`config.mk`:
```
export PLATFORM = sky130hd
export DESIGN_NAME = mem_arbiter_flat
export DESIGN_NICKNAME = d
export VERILOG_FILES = /design/src/rtl/mem_arb_pkg.sv /design/src/rtl/mem_arbiter_if.sv /design/src/rtl/rr_arb2.sv /design/src/rtl/mem_arbiter.sv /design/src/flat_wrapper.sv
export SDC_FILE = /design/constraint.sdc
export NUM_CORES = 1
export LEC_CHECK = 0
export ABC_CLOCK_PERIOD_IN_PS = 2100
export CAP_MARGIN = 40
export CORE_MARGIN = 1.5
export CORE_UTILIZATION = 45
export DETAILED_ROUTE_END_ITERATION = 10
export DONT_BUFFER_PORTS = 1
export PLACE_DENSITY = 0.57
export SYNTH_ARGS = -nofsm -noshare
export SYNTH_HDL_FRONTEND = slang
export SYNTH_SLANG_ARGS = --single-unit
```
`constraint.sdc`:
```
create_clock -name clk -period 2.1 [get_ports clk]
set_input_delay 0.525 -clock clk [delete_from_list [all_inputs] [get_ports clk]]
set_output_delay 0.525 -clock clk [all_outputs]
set_load 0.05 [all_outputs]
```
`src/rtl/mem_arb_pkg.sv`:
```
// mem_arb_pkg: shared FSM encoding, requester ids and default widths for mem_arbiter
package mem_arb_pkg;
  typedef enum logic [1:0] {
    IDLE  = 2'd0,
    ISSUE = 2'd1,
    WAIT  = 2'd2,
    RESP  = 2'd3
  } state_t;
  localparam logic PORT_CPU = 1'b0;
  localparam logic PORT_DBG = 1'b1;
  localparam int DEF_ADDR_W = 16;
  localparam int DEF_DATA_W = 32;
endpackage

```
`src/rtl/mem_arbiter_if.sv`:
```
// mem_arbiter_if: bundle of requester ports 0/1 (req/we/addr/wdata/gnt/rvalid/rdata, stall0) and memory data port (mem_we/addr/wdata/rdata)
interface mem_arbiter_if import mem_arb_pkg::*; #(
  parameter int ADDR_W = DEF_ADDR_W,
  parameter int DATA_W = DEF_DATA_W
);
  logic              req0, we0, gnt0, rvalid0, stall0;
  logic [ADDR_W-1:0] addr0;
  logic [DATA_W-1:0] wdata0, rdata0;
  logic              req1, we1, gnt1, rvalid1;
  logic [ADDR_W-1:0] addr1;
  logic [DATA_W-1:0] wdata1, rdata1;
  logic              mem_we;
  logic [ADDR_W-1:0] mem_addr;
  logic [DATA_W-1:0] mem_wdata, mem_rdata;
  modport slave (
    input  req0, we0, addr0, wdata0, req1, we1, addr1, wdata1, mem_rdata,
    output gnt0, rvalid0, rdata0, stall0, gnt1, rvalid1, rdata1, mem_we, mem_addr, mem_wdata
  );
  modport master (
    output req0, we0, addr0, wdata0, req1, we1, addr1, wdata1, mem_rdata,
    input  gnt0, rvalid0, rdata0, stall0, gnt1, rvalid1, rdata1, mem_we, mem_addr, mem_wdata
  );
endinterface

```
`src/rtl/rr_arb2.sv`:
```
// rr_arb2: two-way round-robin picker; ports clk, rst_n, req[1:0], advance (grant taken this cycle), winner
module rr_arb2 import mem_arb_pkg::*; (
  input  logic       clk,
  input  logic       rst_n,
  input  logic [1:0] req,
  input  logic       advance,
  output logic       winner
);
  logic ptr_q, ptr_d;
  always_comb begin
    winner = &req ? ptr_q : req[1];
    ptr_d  = advance ? ~winner : ptr_q;
  end
  always_ff @(posedge clk or negedge rst_n)
    if (!rst_n) ptr_q <= PORT_CPU;
    else ptr_q <= ptr_d;
endmodule

```
`src/rtl/mem_arbiter.sv`:
```
// mem_arbiter: round-robin sharing of one memory data port by CPU (port 0) and loader (port 1); ports clk, rst_n, bus (mem_arbiter_if.slave)
module mem_arbiter import mem_arb_pkg::*; #(
  parameter int ADDR_W   = DEF_ADDR_W,
  parameter int DATA_W   = DEF_DATA_W,
  parameter int READ_LAT = 1
) (
  input logic          clk,
  input logic          rst_n,
  mem_arbiter_if.slave bus
);
  state_t            state_q, state_d;
  logic              win_q, win_d, we_q, we_d;
  logic [ADDR_W-1:0] addr_q, addr_d;
  logic [DATA_W-1:0] wdata_q, wdata_d, rdata0_q, rdata0_d, rdata1_q, rdata1_d;
  logic [1:0]        cnt_q, cnt_d;
  logic              any_req, pick, iss, resp;
  assign any_req = bus.req0 | bus.req1;
  assign iss     = state_q == ISSUE;
  assign resp    = state_q == RESP;
  rr_arb2 u_rr (
    .clk     (clk),
    .rst_n   (rst_n),
    .req     ({bus.req1, bus.req0}),
    .advance (state_q == IDLE && any_req),
    .winner  (pick)
  );
  always_comb begin
    state_d  = state_q;
    win_d    = win_q;
    we_d     = we_q;
    addr_d   = addr_q;
    wdata_d  = wdata_q;
    cnt_d    = cnt_q;
    rdata0_d = rdata0_q;
    rdata1_d = rdata1_q;
    case (state_q)
      IDLE: if (any_req) begin
        state_d = ISSUE;
        win_d   = pick;
        we_d    = pick ? bus.we1 : bus.we0;
        addr_d  = pick ? bus.addr1 : bus.addr0;
        wdata_d = pick ? bus.wdata1 : bus.wdata0;
      end
      ISSUE: begin
        cnt_d   = 2'(READ_LAT - 1);
        state_d = we_q ? IDLE : (READ_LAT > 1 ? WAIT : RESP);
      end
      WAIT: begin
        cnt_d   = cnt_q - 2'd1;
        state_d = cnt_q == 2'd1 ? RESP : WAIT;
      end
      RESP: begin
        state_d  = IDLE;
        rdata0_d = win_q == PORT_CPU ? bus.mem_rdata : rdata0_q;
        rdata1_d = win_q == PORT_DBG ? bus.mem_rdata : rdata1_q;
      end
      default: state_d = IDLE;
    endcase
  end
  always_ff @(posedge clk or negedge rst_n)
    if (!rst_n) begin
      state_q  <= IDLE;
      win_q    <= PORT_CPU;
      we_q     <= 1'b0;
      addr_q   <= '0;
      wdata_q  <= '0;
      cnt_q    <= '0;
      rdata0_q <= '0;
      rdata1_q <= '0;
    end else begin
      state_q  <= state_d;
      win_q    <= win_d;
      we_q     <= we_d;
      addr_q   <= addr_d;
      wdata_q  <= wdata_d;
      cnt_q    <= cnt_d;
      rdata0_q <= rdata0_d;
      rdata1_q <= rdata1_d;
    end
  assign bus.gnt0      = iss && win_q == PORT_CPU;
  assign bus.gnt1      = iss && win_q == PORT_DBG;
  assign bus.rvalid0   = resp && win_q == PORT_CPU;
  assign bus.rvalid1   = resp && win_q == PORT_DBG;
  assign bus.rdata0    = bus.rvalid0 ? bus.mem_rdata : rdata0_q;
  assign bus.rdata1    = bus.rvalid1 ? bus.mem_rdata : rdata1_q;
  assign bus.stall0    = rst_n & bus.req0 & ~((bus.gnt0 & we_q) | bus.rvalid0);
  assign bus.mem_we    = iss & we_q;
  assign bus.mem_addr  = addr_q;
  assign bus.mem_wdata = wdata_q;
endmodule

```
`src/flat_wrapper.sv`:
```
// flat-port wrapper written by rule: the top's interface ports become plain ports
module mem_arbiter_flat import mem_arb_pkg::*;
#(
  parameter int ADDR_W   = DEF_ADDR_W,
  parameter int DATA_W   = DEF_DATA_W,
  parameter int READ_LAT = 1
)
  (clk, rst_n, bus_req0, bus_we0, bus_addr0, bus_wdata0, bus_req1, bus_we1, bus_addr1, bus_wdata1, bus_mem_rdata, bus_gnt0, bus_rvalid0, bus_rdata0, bus_stall0, bus_gnt1, bus_rvalid1, bus_rdata1, bus_mem_we, bus_mem_addr, bus_mem_wdata);
  mem_arbiter_if #(.ADDR_W(ADDR_W), .DATA_W(DATA_W)) bus_i ();
  input logic clk;
  input logic rst_n;
  input wire logic [$bits(bus_i.req0)-1:0] bus_req0;
  input wire logic [$bits(bus_i.we0)-1:0] bus_we0;
  input wire logic [$bits(bus_i.addr0)-1:0] bus_addr0;
  input wire logic [$bits(bus_i.wdata0)-1:0] bus_wdata0;
  input wire logic [$bits(bus_i.req1)-1:0] bus_req1;
  input wire logic [$bits(bus_i.we1)-1:0] bus_we1;
  input wire logic [$bits(bus_i.addr1)-1:0] bus_addr1;
  input wire logic [$bits(bus_i.wdata1)-1:0] bus_wdata1;
  input wire logic [$bits(bus_i.mem_rdata)-1:0] bus_mem_rdata;
  output wire logic [$bits(bus_i.gnt0)-1:0] bus_gnt0;
  output wire logic [$bits(bus_i.rvalid0)-1:0] bus_rvalid0;
  output wire logic [$bits(bus_i.rdata0)-1:0] bus_rdata0;
  output wire logic [$bits(bus_i.stall0)-1:0] bus_stall0;
  output wire logic [$bits(bus_i.gnt1)-1:0] bus_gnt1;
  output wire logic [$bits(bus_i.rvalid1)-1:0] bus_rvalid1;
  output wire logic [$bits(bus_i.rdata1)-1:0] bus_rdata1;
  output wire logic [$bits(bus_i.mem_we)-1:0] bus_mem_we;
  output wire logic [$bits(bus_i.mem_addr)-1:0] bus_mem_addr;
  output wire logic [$bits(bus_i.mem_wdata)-1:0] bus_mem_wdata;
  assign bus_i.req0 = bus_req0;
  assign bus_i.we0 = bus_we0;
  assign bus_i.addr0 = bus_addr0;
  assign bus_i.wdata0 = bus_wdata0;
  assign bus_i.req1 = bus_req1;
  assign bus_i.we1 = bus_we1;
  assign bus_i.addr1 = bus_addr1;
  assign bus_i.wdata1 = bus_wdata1;
  assign bus_i.mem_rdata = bus_mem_rdata;
  assign bus_gnt0 = bus_i.gnt0;
  assign bus_rvalid0 = bus_i.rvalid0;
  assign bus_rdata0 = bus_i.rdata0;
  assign bus_stall0 = bus_i.stall0;
  assign bus_gnt1 = bus_i.gnt1;
  assign bus_rvalid1 = bus_i.rvalid1;
  assign bus_rdata1 = bus_i.rdata1;
  assign bus_mem_we = bus_i.mem_we;
  assign bus_mem_addr = bus_i.mem_addr;
  assign bus_mem_wdata = bus_i.mem_wdata;
  mem_arbiter #(.ADDR_W(ADDR_W), .DATA_W(DATA_W), .READ_LAT(READ_LAT)) u_core (.clk(clk), .rst_n(rst_n), .bus(bus_i));
endmodule
```
# ---- Yosys cells after proc, flatten, opt, wreduce, memory -nomap -nowiden
# Index checks and enable logic that the tools add are counted.
# Widths: inputs -> output; s select.
dict set report op_classes {
  n_shift 0
  mux 11
  n_lt_le_gt_ge 0
  div_mod_pow 0
  n_addsub 1
  mul 0
  reduce_logical 11
  eq_ne 5
  bitwise_logic 9
}
# cell count
set op_table {}
lappend op_table {{$mux 32} 3}
lappend op_table {{$mux 16} 1}
lappend op_table {{$pmux 2 s4} 1}
lappend op_table {{$reduce_and 2->1} 4}
lappend op_table {{$logic_and 1x1->1} 5}
lappend op_table {{$and 1x1->1} 4}
lappend op_table {{$eq 2x1->1 const B} 2}
lappend op_table {{$eq 2x2->1 const B} 2}
lappend op_table {{$mux 2} 2}
lappend op_table {{$pmux 2 s2} 1}
lappend op_table {{$mux 1} 3}
lappend op_table {{$not 1->1} 3}
lappend op_table {{$logic_not 2->1} 1}
lappend op_table {{$ne 2x1->1 const B} 1}
lappend op_table {{$or 1x1->1} 2}
lappend op_table {{$reduce_bool 2->1} 1}
lappend op_table {{$sub 2x1->2 const B} 1}
dict set report word_totals {
  output_inout_bits 118
  elab_cells 46
  n_memories 0
  ramBits 0
  latchBits 0
  ff_bits 119
  in_bits 134
  mem_bits_ro 0
}

# ---- Logic depth before layout (Yosys ltp)
# Gate-level depths: netlist (run 1).
dict set report depth {
  word_depth 6
  ltp_mapped 6
  mapped_depth_nobuf 5
}

# ---- Cells and area by module
# Synthesis (run 1) repeated with hierarchy kept, for this count alone.
dict set report unflattened {
  hier_cells 390
  hier_area_um2 5197.5
}
# module cells_per_inst area_each_um2 seq_area_each_um2 instances
set by_module_without_submodules {}
lappend by_module_without_submodules {mem_arbiter 385 5141.2 2952.8 1}
lappend by_module_without_submodules {rr_arb2 5 56.3 25.0 1}

# ---- Worst setup path after synthesis (run 1)
# Ideal clock, no wire load.
dict set report synth_path {
  kind {flip-flop to output port}
  startpoint {reg u_core.state_q[0]}
  endpoint {out bus_stall0}
  t_arrival_ns 2.272
  required_ns 1.575
  n_path_buf 2
  slack_ns -0.697
  stages_incl_launch_ff 6
  cell_sequence {dfrtp_1 ha_1 nor2b_1 buf_2 buf_4 a211oi_1}
}
dict set report synth_via {
  word_cells_on_any_way 8
  classes_between {2 x eq/ne; 4 x bitwise; 2 x reduce/logical}
}
# item line_no
set synth_rtl {}
lappend synth_rtl {{start, declared} mem_arbiter.sv:11} ;# state_t state_q, state_d;
lappend synth_rtl {{start signal, assigned} mem_arbiter.sv:71} ;# state_q <= state_d;
lappend synth_rtl {{$eq 2x2->1} mem_arbiter.sv:19} ;# assign resp = state_q == RESP;
lappend synth_rtl {{$logic_and 1x1->1} mem_arbiter.sv:82} ;# assign bus.rvalid0 = resp && win_q == PORT_CPU;
lappend synth_rtl {{named net bus_rvalid0} flat_wrapper.sv:22} ;# output wire logic [$bits(bus_i.rvalid0)-1:0] bus_rvalid0;
lappend synth_rtl {{$or 1x1->1} mem_arbiter.sv:86} ;# assign bus.stall0 = rst_n & bus.req0 & ~((bus.gnt0 & we_q) | bus.rvalid0);
lappend synth_rtl {{$not 1->1} mem_arbiter.sv:86}
lappend synth_rtl {{$and 1x1->1} mem_arbiter.sv:86}
lappend synth_rtl {{end, declared} flat_wrapper.sv:24} ;# output wire logic [$bits(bus_i.stall0)-1:0] bus_stall0;
# The timed path passes the listed nets, and every way through them passes these cells.

==> results of run 1 <==
[flip-flops by register name (all words and copies together), names as in the netlist, named ones only]
name and flops:
u_core.we_q 1, u_core.rdata0_q 32, u_core.bus.mem_addr 16, u_core.win_q 1, u_core.u_rr.ptr_q 1, u_core.rdata1_q 32
u_core.cnt_q 2, u_core.state_q 1, u_core.bus.mem_wdata 32
[layer usage]
| layer | wire length [um] | vias up | GRT usage [%] | part of all wire, % |
|---|---|---|---|---|
| li1 | - | 1282 | - | - |
| met1 | 4730 | 1497 | 24.9 | 41 |
| met2 | 5780 | 171 | 32.1 | 50 |
| met3 | 1040 | 9 | 9.48 | 9.0 |
| met4 | 102 | 0 | 7.14 | 0.87 |
| met5 | 0 | - | 0 | 0 |
[placed cells by master (no fill, tap or decap), drive strengths merged, types with 3 or more instances in the layout]
cell type  count
inv            6
nor2b          3
clkinv         3
mux2          65
o21ai          3
and2          51
dfrtp        119
buf           21
nand2          5
clkbuf        26
a221o         49
ha             5
[cell families (layout without fill, tap and decap cells)]
group,count (synthesis),in the layout,share of synthesized area [%]
flops,119,119,61.5
mux,65,65,15.1
fa+ha+maj,5,5,1.29
simple gates,64,64,7.91
compound gates,58,58,11.4
buf+inv,28,60,2.77
[what timing repair did]
action	in CTS	in global routing
resized for setup	80	8
buffers inserted	4	3
hold endpoints to repair	119	119
pin swaps	2	1
gates cloned	4	1
setup endpoints to repair	69	70
[stage by stage]
step	setup WS [ns]	hold WS [ns]	area (sq um)	util, %
finish	-0.357	-0.281	6160	59.4
global route	-0.446	-0.324	6160	59.4
CTS	-0.360	-0.318	6110	58.9
detailed placement	0.0831	0.232	5090	49.1
global placement	0.107	0.232	5090	49.1
floorplan	-0.0101	0.229	4850	-
[cell type report]
type / instances / area (sq um)
clock buffer: 25 / 504
clock inverter: 7 / 90.1
fill: 802 / 4210
inverter: 6 / 25.0
multi-input combinational: 192 / 2030
sequential: 119 / 2980
tap: 136 / 170
timing repair buffer: 22 / 355
[final timing paths]
path / start / to / slack (ns) / cells after the start
setup / recovery: register / bus_rdata0[23] / -0.36 / 5
hold / removal: rst_n / u_core.rdata0_q[16] / -0.28 / 0
setup reg to reg: register / u_core.bus.mem_addr[13] / 0.17 / 8
hold reg to reg: u_core.cnt_q[1] / u_core.cnt_q[1] / 0.56 / 2
max in group asynchronous: rst_n / u_core.bus.mem_addr[2] / 2.24 / 0
min in group clk: bus_wdata1[27] / u_core.bus.mem_wdata[27] / 0.16 / 1
==> out/metrics.cfg, run 1 <==
[place]
io_buffers = 0
dp_hpwl_um = 7380
place_inst = 464
gp_congestion = 0.722

[worst_setup_path]
crit_type = register to primary output
worst_ep_required_time_ns = 1.57
path_cells = ha_2 -> nor2b_4 -> buf_6 -> buf_12 -> mux2_4
critPathBufInv = 2
worstPathMaxFanout = 6
slowest_delay_ns = 0.40
cp.arrival_ns = 1.93
critical_path.top_delay_family = multiplexers
cp_slowest_cell = mux2_4
startpoint_type = register
cp-end-kind = primary output

[timing]
hold_viol_final = 119
skew_ns = 0.00991
fin_ws_ns = -0.357
fin_setup_tns_ns = -21.23
fmax_mhz = 407
setup_viol = 69
slew_violations = 0
fin_crit_ns = 2.46
period_share_pct = 117
slew-limit-headroom_pct = 63.8
rsz0062_at_grt = yes
holdWs_ns = -0.281
worst_slew_pin_slew_ns = 0.543

[grt]
grt_pass1_vias = 3115
grt_pass1_wl_um = 17400
track_usage_pct = 20.5
grt_max_degree = 121
grt_remaining_overflow = 0
antenna_found_initial = 0

[final_layout]
drive_above_1_share_pct = 34.0
diodes = 0
nets = 497
fin_cells = 507
syn_to_final_growth_pct = 27.3

[die]
die_w_um = 107
die_h_um = 107
core_area_sq_um = 10400
rows = 37
ios = 252
die_area_sq_um = 11400
start_util_pct = 46.7

[synthesis]
syn_avg_cell_area_sq_um = 14.3
yosys_register_bits = 119
synth_cells = 339
synth_seq_area_share_pct = 61.5
yosysMostFrequentCell = dfrtp_1
ys.warnings.count = 0
synth_edf_count = 0
synth.area.top_cells = dfrtp_1 (62%), mux2_2 (15%), a221o_1 (10%)
async_reset_ff_share_pct = 100
syn-num-nets = 478
synth_cell_type_count = 21
synth_top_flop_cell = dfrtp_1
yosysTopAreaCell = dfrtp_1
syn-cell-area_sq_um = 4840
synth_top_area_share_pct = 61.5
ys_top_cells_by_count = dfrtp_1 (119), mux2_2 (64), a221o_1 (49)

[route]
drt_iter0_markers = 168
vias = 2959
drc = 0
viasPerCell = 5.84
wl_per_cell_um = 23.0
wl_um = 11700
drt_pass1_iterations = 4
antenna_left = 0

[clock_network]
clk_pin_slew_worst_paths_ns = 0.06
clkSinkCount = 119
numCtsBuffers = 17
cts_tree = yes
insertion_delay_ns = 0.50
root_buffer = clkbuf_8
htreeDepth = 4
clockBufferDepth = 2

[min_path]
hold_class = input pin to asynchronous set/reset pin

[run_status]
status = complete, but fails checks
violations = negative hold slack, negative setup slack

[run]
cap_violations = 0

Power of run 1 is not shown: default switching activity piles up to over one toggle a cycle in this logic, so the estimate is an artifact.
==> inputs of run 2 (changes only) <==
--- a/config.mk
+++ b/config.mk
@@ -12,6 +12,7 @@
 export DETAILED_ROUTE_END_ITERATION = 10
 export DONT_BUFFER_PORTS = 1
 export PLACE_DENSITY = 0.57
+export SLEW_MARGIN = 5
 export SYNTH_ARGS = -nofsm -noshare
 export SYNTH_HDL_FRONTEND = slang
 export SYNTH_SLANG_ARGS = --single-unit
==> results of run 2 <==
Same layout as run 1: the final DEF is identical, and so are final timing and power.
Power of run 2 is left out for the same reason.
==> inputs of run 3 (changes only) <==
--- a/config.mk
+++ b/config.mk
@@ -11,7 +11,7 @@
 export CORE_UTILIZATION = 45
 export DETAILED_ROUTE_END_ITERATION = 10
 export DONT_BUFFER_PORTS = 1
-export PLACE_DENSITY = 0.57
+export PLACE_DENSITY_LB_ADDON = 0.15
 export SLEW_MARGIN = 5
 export SYNTH_ARGS = -nofsm -noshare
 export SYNTH_HDL_FRONTEND = slang
==> out/metrics.cfg, run 3 (synthesis results as in run 1) <==
[run_status]
status = complete, but fails checks
violations = negative hold slack, negative setup slack

[worst_setup_path]
startpoint_type = register
worstPathMaxFanout = 7  ; +1
worst_ep_required_time_ns = 1.57  ; about the same
ff2ff_path_depth = 7  ; -1
cp.arrival_ns = 1.94  ; about the same
r2r-end = u_core.bus.mem_wdata[5]
regToRegSetupSlack_ns = 0.20  ; +0.03 ns
worst_r2r_startpoint = u_core.state_q[0]
crit_type = register to primary output
cp-end-kind = primary output

[final_layout]
fin_cells = 507  ; unchanged
drive_above_1_share_pct = 34.5  ; +0.54 points
final_cell_mix = dfrtp_1 (119), mux2_4 (64), a221o_1 (49)
syn_to_final_growth_pct = 27.9
nets = 497  ; unchanged
seq_area_sq_um = 2980  ; unchanged
diodes = 0  ; unchanged
final_common_cell = dfrtp_1
multi_input_area_sq_um = 2050  ; +0.92%
post-route-util_pct = 59.7  ; +0.30 points
fillCellCount = 780  ; -2.7%

[die]
start_util_pct = 46.7  ; unchanged
ios = 252  ; unchanged
rows = 37  ; unchanged
die_h_um = 107  ; unchanged
die_area_sq_um = 11400  ; unchanged
core_area_sq_um = 10400  ; unchanged
die_w_um = 107  ; unchanged

[timing]
setup_viol = 68  ; -1.4%
skew_ns = 0.00539  ; -0.00453 ns
fmax_mhz = 406  ; -0.15%
slew_violations = 0  ; unchanged
hold_viol_final = 119  ; unchanged
fin_ws_ns = -0.360  ; -0.00359 ns
rsz0062_at_grt = yes
holdWs_ns = -0.286  ; -0.00489 ns
fin_setup_tns_ns = -21.88  ; -0.648 ns
fin_crit_ns = 2.46  ; +0.00359 ns
period_share_pct = 117  ; +0.17 points
worst_slew_pin_slew_ns = 0.610  ; +0.0666 ns
slew-limit-headroom_pct = 59.2  ; -4.6 points

[place]
dp_hpwl_um = 7430  ; +0.67%
place_inst = 465  ; +0.22%
io_buffers = 0  ; unchanged
place_ws_ns = 0.0978  ; +0.0147 ns
gp_congestion = 0.716  ; -0.80%

[min_path]
hold_class = input pin to asynchronous set/reset pin

[route]
drt_pass1_iterations = 4  ; unchanged
wl_um = 11400  ; -2.2%
antenna_left = 0  ; unchanged
drc = 0  ; unchanged
wl_per_cell_um = 22.5  ; -2.2%
viasPerCell = 5.71  ; -2.2%
drt_iter0_markers = 181  ; +7.7%
vias = 2895  ; -2.2%

[clock_network]
root_buffer = clkbuf_8
clk_pin_slew_worst_paths_ns = 0.06  ; about the same
cts_tree = yes
insertion_delay_ns = 0.50  ; about the same
numCtsBuffers = 17  ; unchanged
clockBufferDepth = 2  ; unchanged
clkSinkCount = 119  ; unchanged
htreeDepth = 4  ; unchanged

[grt]
track_usage_pct = 19.5  ; -0.95 points
grt_remaining_overflow = 0  ; unchanged
antenna_found_initial = 0  ; unchanged
grt_pass1_vias = 3010  ; -3.4%
grt_max_degree = 121  ; unchanged
grt_pass1_wl_um = 16600  ; -4.9%

[run]
cap_violations = 0  ; unchanged

[run 3: through the flow]
stage / hold WS [ns] / instance area [sq um]
global placement: 0.232 / 5110
finish: -0.286 / 6190
detailed placement: 0.232 / 5130
floorplan: 0.229 / 4850
CTS: -0.313 / 6060
global route: -0.316 / 6190
[run 3: routing by layer]
layer	GRT usage (%)	vias up	routed length (um)
met4	8.57	0	180
met2	30.9	159	5640
met1	23.6	1442	4590
met3	7.66	16	992
met5	0	-	0
li1	-	1278	-
[run 3: timing repair]
action	CTS	global route
gates cloned	2	2
pin swaps	2	1
setup buffers	4	3
hold endpoints to repair	119	119
setup endpoints to repair	68	70
resized for setup	74	12
[run 3: how the worst max path moves through the flow]
stage                            from  cells past startpoint  slack, ns             end
global placement    u_core.state_q[0]                      4       0.10  bus_rdata1[24]
detailed placement  u_core.state_q[0]                      4        0.1  bus_rdata1[24]
floorplan           u_core.state_q[0]                      5      -0.01  bus_rdata0[23]
finish              u_core.state_q[0]                      5      -0.36  bus_rdata0[31]
global route        u_core.state_q[0]                      5      -0.42  bus_rdata0[31]
CTS                          register                      5      -0.34   bus_rdata0[5]
[run 3: worst max-delay path, cell delays in order (launching register included)]
cell and delay, ns:
dfrtp_1 0.38, ha_2 0.20, nor2b_4 0.13, buf_4 0.16, clkbuf_16 0.16, mux2_4 0.39
[run 3: cell type report]
class,count,area share [%]
clock buffers,20,7.20
clock inverters,12,2.45
well taps,136,2.75
flip-flops and latches,119,48.1
multi-input cells,192,33.2
inverters,6,0.404
repair buffers,22,5.90
Power of run 3 is left out for the same reason.
